`config.mk`:
```
export PLATFORM = sky130hd
export DESIGN_NAME = design_c_hub
export DESIGN_NICKNAME = d
export VERILOG_FILES = /design/src/rtl/design_c_pkg.sv /design/src/rtl/design_c_rr_arb.sv /design/src/rtl/design_c_hub.sv
export SDC_FILE = /design/constraint.sdc
export NUM_CORES = 1
export LEC_CHECK = 0
export ABC_CLOCK_PERIOD_IN_PS = 4400
export BUFFER_PORTS_ARGS = -buffer_cell sky130_fd_sc_hd__buf_2
export CAP_MARGIN = 20
export CORE_MARGIN = 4
export CORE_UTILIZATION = 57
export CTS_CLUSTER_SIZE = 30
export DETAILED_ROUTE_END_ITERATION = 12
export PLACE_DENSITY = 0.84
export SKIP_CTS_REPAIR_TIMING = 1
export SYNTH_ARGS = -nofsm -noshare
export SYNTH_HDL_FRONTEND = slang
export SYNTH_SLANG_ARGS = --single-unit
```
`constraint.sdc`:
```
create_clock -name clk -period 4.4 [get_ports clk]
set_input_delay 0.66 -clock clk [delete_from_list [all_inputs] [get_ports clk]]
set_output_delay 0.66 -clock clk [all_outputs]
set_load 0.005 [all_outputs]
```
`src/rtl/design_c_pkg.sv`:
```
// -----------------------------------------------------------------------------
// design_c_pkg
// Shared constants and helpers for the block C hub family.
//
// Contents:
//   NUM_CH_DEF, DW_DEF, DEPTH_DEF : default hub parameters
//   MAX_CH                        : largest channel count any hub variant uses
//   rr_next(req, last, n)         : round-robin search helper. It returns the
//                                   index of the first requesting channel after
//                                   'last' (wrapping modulo n), or -1 if no
//                                   channel is requesting.
// -----------------------------------------------------------------------------
package design_c_pkg;

    localparam int NUM_CH_DEF = 4;
    localparam int DW_DEF     = 16;
    localparam int DEPTH_DEF  = 8;
    localparam int MAX_CH     = 16;

    // The loop walks from the farthest candidate (last+n) toward the nearest
    // (last+1). A later hit overwrites an earlier one, so the nearest
    // requester after 'last' wins. The loop bound is constant, which keeps
    // the function synthesizable for any n up to MAX_CH.
    function automatic int rr_next(input logic [MAX_CH-1:0] req,
                                   input int                last,
                                   input int                n);
        int         res;
        int         idx;
        logic [3:0] sel;
        res = -1;
        for (int k = MAX_CH; k >= 1; k--) begin
            if (k <= n) begin
                idx = (last + k) % n;
                sel = idx[3:0];
                if (req[sel]) begin
                    res = idx;
                end
            end
        end
        return res;
    endfunction

endpackage

```
`src/rtl/design_c_rr_arb.sv`:
```
// -----------------------------------------------------------------------------
// design_c_rr_arb
// Purely combinational round-robin arbiter over N requesters.
//
// Ports:
//   i_req          N   request vector (already qualified by the caller)
//   i_last_grant   CW  index of the most recently granted requester
//   o_grant        N   one-hot grant, or all zero when nobody requests
//   o_grant_idx    CW  index of the granted requester (valid with o_grant_valid)
//   o_grant_valid  1   a grant was issued this cycle
// -----------------------------------------------------------------------------
module design_c_rr_arb
    import design_c_pkg::*;
#(
    parameter  int N  = 4,
    localparam int CW = $clog2(N)
) (
    input  logic [N-1:0]  i_req,
    input  logic [CW-1:0] i_last_grant,
    output logic [N-1:0]  o_grant,
    output logic [CW-1:0] o_grant_idx,
    output logic          o_grant_valid
);

    logic [MAX_CH-1:0] w_req_ext;
    int                w_idx;

    assign w_req_ext = MAX_CH'(i_req);

    always_comb begin
        w_idx = rr_next(w_req_ext, int'(i_last_grant), N);
    end

    // A negative index from rr_next means no requester. The truncated index
    // is then meaningless, so the one-hot vector is forced to zero.
    assign o_grant_valid = (w_idx >= 0);
    assign o_grant_idx   = CW'(w_idx);
    assign o_grant       = o_grant_valid ? (N'(1) << o_grant_idx) : '0;

endmodule

```
`src/rtl/design_c_hub.sv`:
```
// -----------------------------------------------------------------------------
// design_c_hub
// Collects NUM_CH source channels into one tagged stream. A fair round-robin
// arbiter feeds an inline first-word-fall-through FIFO. The test-control pad
// is modelled as a registered out/oe pair, and the inout itself is resolved
// at the pad ring.
//
// Ports:
//   clk         1            block clock, rising edge
//   rst         1            synchronous active-high reset
//   capture_en  1            enables granting of input channels
//   in_valid    NUM_CH       per-channel valid
//   in_data     NUM_CH*DW    channel i on bits [i*DW +: DW]
//   in_ready    NUM_CH       one-hot-or-zero grant
//   out_valid   1            FIFO non-empty
//   out_data    DW           head entry data
//   out_ch      CW           head entry source channel
//   out_ready   1            downstream accepts the head entry
//   fifo_level  AW+1         current occupancy, 0..DEPTH
//   tc_in       1            test-control input
//   tc_out      1            tc_in delayed by two flops
//   tc_oe       1            capture_en delayed by one flop
// -----------------------------------------------------------------------------
module design_c_hub
    import design_c_pkg::*;
#(
    parameter  int NUM_CH = NUM_CH_DEF,
    parameter  int DW     = DW_DEF,
    parameter  int DEPTH  = DEPTH_DEF,
    localparam int CW     = $clog2(NUM_CH),
    localparam int AW     = $clog2(DEPTH)
) (
    input  logic                 clk,
    input  logic                 rst,
    input  logic                 capture_en,
    input  logic [NUM_CH-1:0]    in_valid,
    input  logic [NUM_CH*DW-1:0] in_data,
    output logic [NUM_CH-1:0]    in_ready,
    output logic                 out_valid,
    output logic [DW-1:0]        out_data,
    output logic [CW-1:0]        out_ch,
    input  logic                 out_ready,
    output logic [AW:0]          fifo_level,
    input  logic                 tc_in,
    output logic                 tc_out,
    output logic                 tc_oe
);

    localparam logic [AW:0] FULL_LEVEL = (AW+1)'(DEPTH);

    logic [CW-1:0]     r_last_grant;
    logic [AW-1:0]     r_wr_ptr;
    logic [AW-1:0]     r_rd_ptr;
    logic [AW:0]       r_level;
    logic [DW-1:0]     r_mem_data [DEPTH];
    logic [CW-1:0]     r_mem_ch   [DEPTH];
    logic              r_tc_d1;
    logic              r_tc_d2;
    logic              r_tc_oe;

    logic              w_can_grant;
    logic [NUM_CH-1:0] w_req;
    logic [NUM_CH-1:0] w_grant;
    logic [CW-1:0]     w_grant_idx;
    logic              w_grant_valid;
    logic              w_push;
    logic              w_pop;
    logic              w_not_empty;
    logic [DW-1:0]     w_push_data;

    // Granting is gated only by our own occupancy, never by out_ready. A full
    // FIFO therefore refuses a new word even in a cycle where the head is
    // being popped, which keeps in_ready free of any combinational path from
    // downstream.
    assign w_can_grant = capture_en & ~rst & (r_level != FULL_LEVEL);
    assign w_req       = in_valid & {NUM_CH{w_can_grant}};

    design_c_rr_arb #(
        .N (NUM_CH)
    ) u_arb (
        .i_req         (w_req),
        .i_last_grant  (r_last_grant),
        .o_grant       (w_grant),
        .o_grant_idx   (w_grant_idx),
        .o_grant_valid (w_grant_valid)
    );

    // The arbiter only sees qualified requests, so any grant is also an
    // accepted transfer.
    assign in_ready    = w_grant;
    assign w_push      = w_grant_valid;
    assign w_not_empty = (r_level != '0);
    assign w_pop       = w_not_empty & out_ready;

    // Selecting the granted channel's data with a one-hot mux avoids a
    // variable-width part-select.
    always_comb begin
        w_push_data = '0;
        for (int i = 0; i < NUM_CH; i++) begin
            if (w_grant[i]) begin
                w_push_data = in_data[i*DW +: DW];
            end
        end
    end

    // Pointers, occupancy and arbitration history. The round-robin pointer
    // moves only on a real grant. It therefore holds across a full FIFO or a
    // capture_en gap, and fairness resumes where it stopped.
    always_ff @(posedge clk) begin
        if (rst) begin
            r_wr_ptr     <= '0;
            r_rd_ptr     <= '0;
            r_level      <= '0;
            r_last_grant <= CW'(NUM_CH - 1);
        end else begin
            if (w_push) begin
                r_wr_ptr     <= r_wr_ptr + AW'(1);
                r_last_grant <= w_grant_idx;
            end
            if (w_pop) begin
                r_rd_ptr <= r_rd_ptr + AW'(1);
            end
            case ({w_push, w_pop})
                2'b10:   r_level <= r_level + (AW+1)'(1);
                2'b01:   r_level <= r_level - (AW+1)'(1);
                default: r_level <= r_level;
            endcase
        end
    end

    // Storage has no reset. Stale entries are never visible because the
    // outputs are masked while the FIFO is empty.
    always_ff @(posedge clk) begin
        if (w_push) begin
            r_mem_data[r_wr_ptr] <= w_push_data;
            r_mem_ch[r_wr_ptr]   <= w_grant_idx;
        end
    end

    // The tc pad pipeline is independent of the FIFO. Only reset touches it.
    always_ff @(posedge clk) begin
        if (rst) begin
            r_tc_d1 <= 1'b0;
            r_tc_d2 <= 1'b0;
            r_tc_oe <= 1'b0;
        end else begin
            r_tc_d1 <= tc_in;
            r_tc_d2 <= r_tc_d1;
            r_tc_oe <= capture_en;
        end
    end

    // The head entry falls straight through. Data and tag read as zero while
    // the FIFO is empty, so nothing undefined leaves the block after reset.
    assign out_valid  = w_not_empty;
    assign out_data   = w_not_empty ? r_mem_data[r_rd_ptr] : '0;
    assign out_ch     = w_not_empty ? r_mem_ch[r_rd_ptr]   : '0;
    assign fifo_level = r_level;
    assign tc_out     = r_tc_d2;
    assign tc_oe      = r_tc_oe;

endmodule

```
==> impl_summary.log <==
INFO  metric status = finished, final reports clean
INFO  metric rr_worst_depth = 4
INFO  metric period_share = between 70 and 80%
INFO  metric setup.worst_path.end = out_ch[0]
INFO  metric rr_startpoint = r_last_grant[1]
INFO  metric report.final.hold_viol_count = 0
INFO  metric crit_type = reg -> out
INFO  metric mux_share_of_post_synthesis_cell_area = ~17%
INFO  metric wl_per_cell = between 20 and 25 um
INFO  metric chipHeight = 119 um
INFO  metric path_cells = buf_4 -> mux4_2 -> mux2i_1 -> nor2_1 -> buf_2
INFO  metric synth.most_common_cell = sky130_fd_sc_hd__edfxtp_1
INFO  metric post_synth_inst_count = roughly 430
INFO  metric core = 12100 um^2
INFO  metric critical_path.startpoint_type = register
INFO  metric power-per-cell-area = 495 nW/um^2
INFO  metric die_x = 119 um
INFO  metric drc_errors = 0
INFO  metric netlist.top_cell.by_area = sky130_fd_sc_hd__edfxtp_1
INFO  metric cts_tree = done
INFO  metric vias = 4307
INFO  metric yosys.area.top_type_share = 61.2%
INFO  metric synthFlopType = sky130_fd_sc_hd__edfxtp_1
INFO  metric ir_drop = 0.000372 V
INFO  metric initial_utilization = between 50% and 60%
INFO  metric timing_max_transition_violations_final = 0
INFO  metric setup_tns = 0 ns
INFO  metric critical_path_required = 3.74 ns
INFO  metric rrSetupSlack = 1.65 ns
INFO  metric yosys-top-cells-count = sky130_fd_sc_hd__edfxtp_1 (144), sky130_fd_sc_hd__nor2_1 (49), sky130_fd_sc_hd__mux2i_1 (37)
INFO  metric grt_use_total = 23.6%
INFO  metric post_drt_via_cell_ratio = 5.92
INFO  metric diodes = 0
INFO  metric p_leak = roughly 3.0 nW
INFO  metric type_of_the_most_critical_hold_path = in -> reg
INFO  metric synthArstFlopShare = 0%
INFO  metric post_route_cells_drive_above_1_share = 37.4%
INFO  metric synth_fa_ha_area_share = 0.886%
INFO  metric yosys.area_share.simple = 9.19%
INFO  metric clkTransAtPathRegs = roughly 0.06 ns
INFO  metric portBuffers = 101
INFO  metric yosys.area_share.xor_xnor = 0.744%
INFO  metric placed_standard_cell_area = between 7000 and 8000 um^2
INFO  metric whs_path_depth = 2
INFO  metric rr_endpoint = r_mem_data[0][2]
INFO  metric fin_nets = 624
INFO  metric numCtsBuffers = 17
INFO  metric timing.final.setup_violations = 0
INFO  metric rsz0062_at_grt = false
INFO  metric ys_types = 45
INFO  metric data_arrival_at_the_endpoint_of_the_critical_path = 2.53 ns
INFO  metric cts_root_buffer = sky130_fd_sc_hd__clkbuf_16
INFO  metric cpPeakStageDelay = 0.58 ns
INFO  metric gp_congestion = 0.829
INFO  metric ys_warn_count = 0
INFO  metric h-tree-depth = 4
INFO  metric fmax = approximately 310 MHz
INFO  metric area_delta_synth_final = 19.6%
INFO  metric worst_slew_margin_rel = 28.1%
INFO  metric rows = 40
INFO  metric mean_area_per_synthesized_cell = between 15 and 20 um^2
INFO  metric fin_area = 8450 um^2
INFO  metric synth_net_count = 507
INFO  metric first_pass_grt_wire_length = 25000 um
INFO  metric firstDrtPassIters = 5
INFO  metric tightestPinTransition = 1.08 ns
INFO  metric floorplan.die_area = approximately 14000 um^2
INFO  metric clock_latency = 0.43 ns
INFO  metric synth_edf_count = 144
INFO  metric synth_top_family_by_area = multiplexers
INFO  metric vias_in_the_first_global_route = about 4300
INFO  metric cts_buffer_depth = 2
INFO  metric place.detailed.hpwl = between 9000 and 10000 um
INFO  metric layout_min_cycle_time = about 3.2 ns
INFO  metric detail-route-antenna-nets = 0
INFO  metric drt_iter0_drc = approximately 400
INFO  metric path_max_fanout = 18
INFO  metric post_synth_main_area_contributors = sky130_fd_sc_hd__edfxtp_1 (61%), sky130_fd_sc_hd__mux4_2 (11%), sky130_fd_sc_hd__mux2i_1 (5.2%)
INFO  metric syn_area = 7060 um^2
INFO  metric timing.clock.skew = between 0.009 and 0.01 ns
INFO  metric end_kind = output port
INFO  metric cts_num_sinks = between 150 and 200
INFO  metric cp_slowest_cell = sky130_fd_sc_hd__mux4_2
INFO  metric grt_antenna_before_repair = 0
INFO  metric drt_wl_total = 15900 um
INFO  metric final.fill_count = 769
INFO  metric synth_compound_area_share = 3.79%
INFO  metric i_o_pin_cnt = 102
INFO  metric yosys_register_bits = 162
INFO  metric register_area_share_after_synthesis = approximately 66%
INFO  metric cap_violations = 0
INFO  metric global_route.overflow_total = 0
INFO  metric grt_start_max_net_pins = 37
## final cells by class
cell class | count | area [um^2] | share of cell area, %
clock buffers | 18 | 429 | 5.08
clock inverters | 14 | 116 | 1.38
inverters | 7 | 26.3 | 0.311
multi-input cells | 233 | 2260 | 26.8
flip-flops and latches | 162 | 4690 | 55.5
well taps | 168 | 210 | 2.49
repair buffers | 125 | 716 | 8.47
## critical path: cells and delay by family, from the launching register on
| family | cells | cell delay (ns) |
|---|---|---|
| muxes | 2 | 0.89 |
| buffers and inverters | 2 | 0.57 |
| DFF | 1 | 0.56 |
| and+or+nand+nor | 1 | 0.06 |
## routing by layer
layer / track usage (%) / wire length (um)
met1: 32.5 / 6370
met2: 37.9 / 7780
met5: 0 / 0
met3: 5.70 / 1450
met4: 6.94 / 257
## stage by stage
step	hold WS, ns	std cells	setup WS (ns)	total power, mW	utilization, %
after CTS	0.430	720	1.14	4.21	69.7
after global routing	0.458	727	1.02	4.38	70.0
after floorplan	0.414	429	0.624	2.53	-
after detailed placement	0.427	688	1.26	2.86	65.1
after global placement	0.433	686	1.37	2.82	64.7
final	0.448	727	1.21	4.18	70.0
## how the worst min path moves through the flow
stage,startpoint,end,slack [ns]
2_1_floorplan,r_tc_d1,tc_out,0.41
3_3_place_gp,r_tc_d1,tc_out,0.43
3_5_place_dp,r_tc_d1,tc_out,0.43
4_1_cts,tc_in,r_tc_d1,0.43
5_1_grt,r_tc_d1,tc_out,0.46
6_report,tc_in,r_tc_d1,0.45
## cell usage in the layout (no fill, tap or decap), drive strengths merged, types with 2 or more instances in the layout
master,Yosys,final
inv,7,8
clkinvlp,0,6
o32ai,16,16
edfxtp,144,144
dfxtp,18,18
nor4b,4,4
nor3,20,20
nor2,49,49
mux2i,37,37
a21o,2,2
clkbuf,8,21
nand3,3,3
mux4,36,36
and2,2,2
nand2,6,6
nor2b,20,20
a21oi,4,4
ha,5,5
nand2b,2,2
buf,19,122
nor3b,2,2
o21ai,5,5
xnor2,2,2
nor4,3,3
clkinv,0,6
xor2,4,4
## state kept, by name, summed over array words and instances, names as in the netlist, named ones only
signal,count
r_mem_ch,16
r_last_grant,2
r_rd_ptr,3
r_tc_d1,1
r_wr_ptr,3
r_mem_data,128
tc_out,1
tc_oe,1
fifo_level,4
## kinds of logic after synthesis
logic type / count (synthesis)
compound gates: 32
mux: 73
buf+inv: 34
flops: 162
xor+xnor: 6
simple gates: 117
fa+ha+maj: 5
## power breakdown
part | switching [mW] | total (mW) | internal [mW]
Sequential | 0.0771 | 1.84 | 1.76
Clock | 0.575 | 1.35 | 0.771
Combinational | 0.515 | 1.00 | 0.486
Total | 1.17 | 4.18 | 3.02
(Power assumes the default switching activity.)
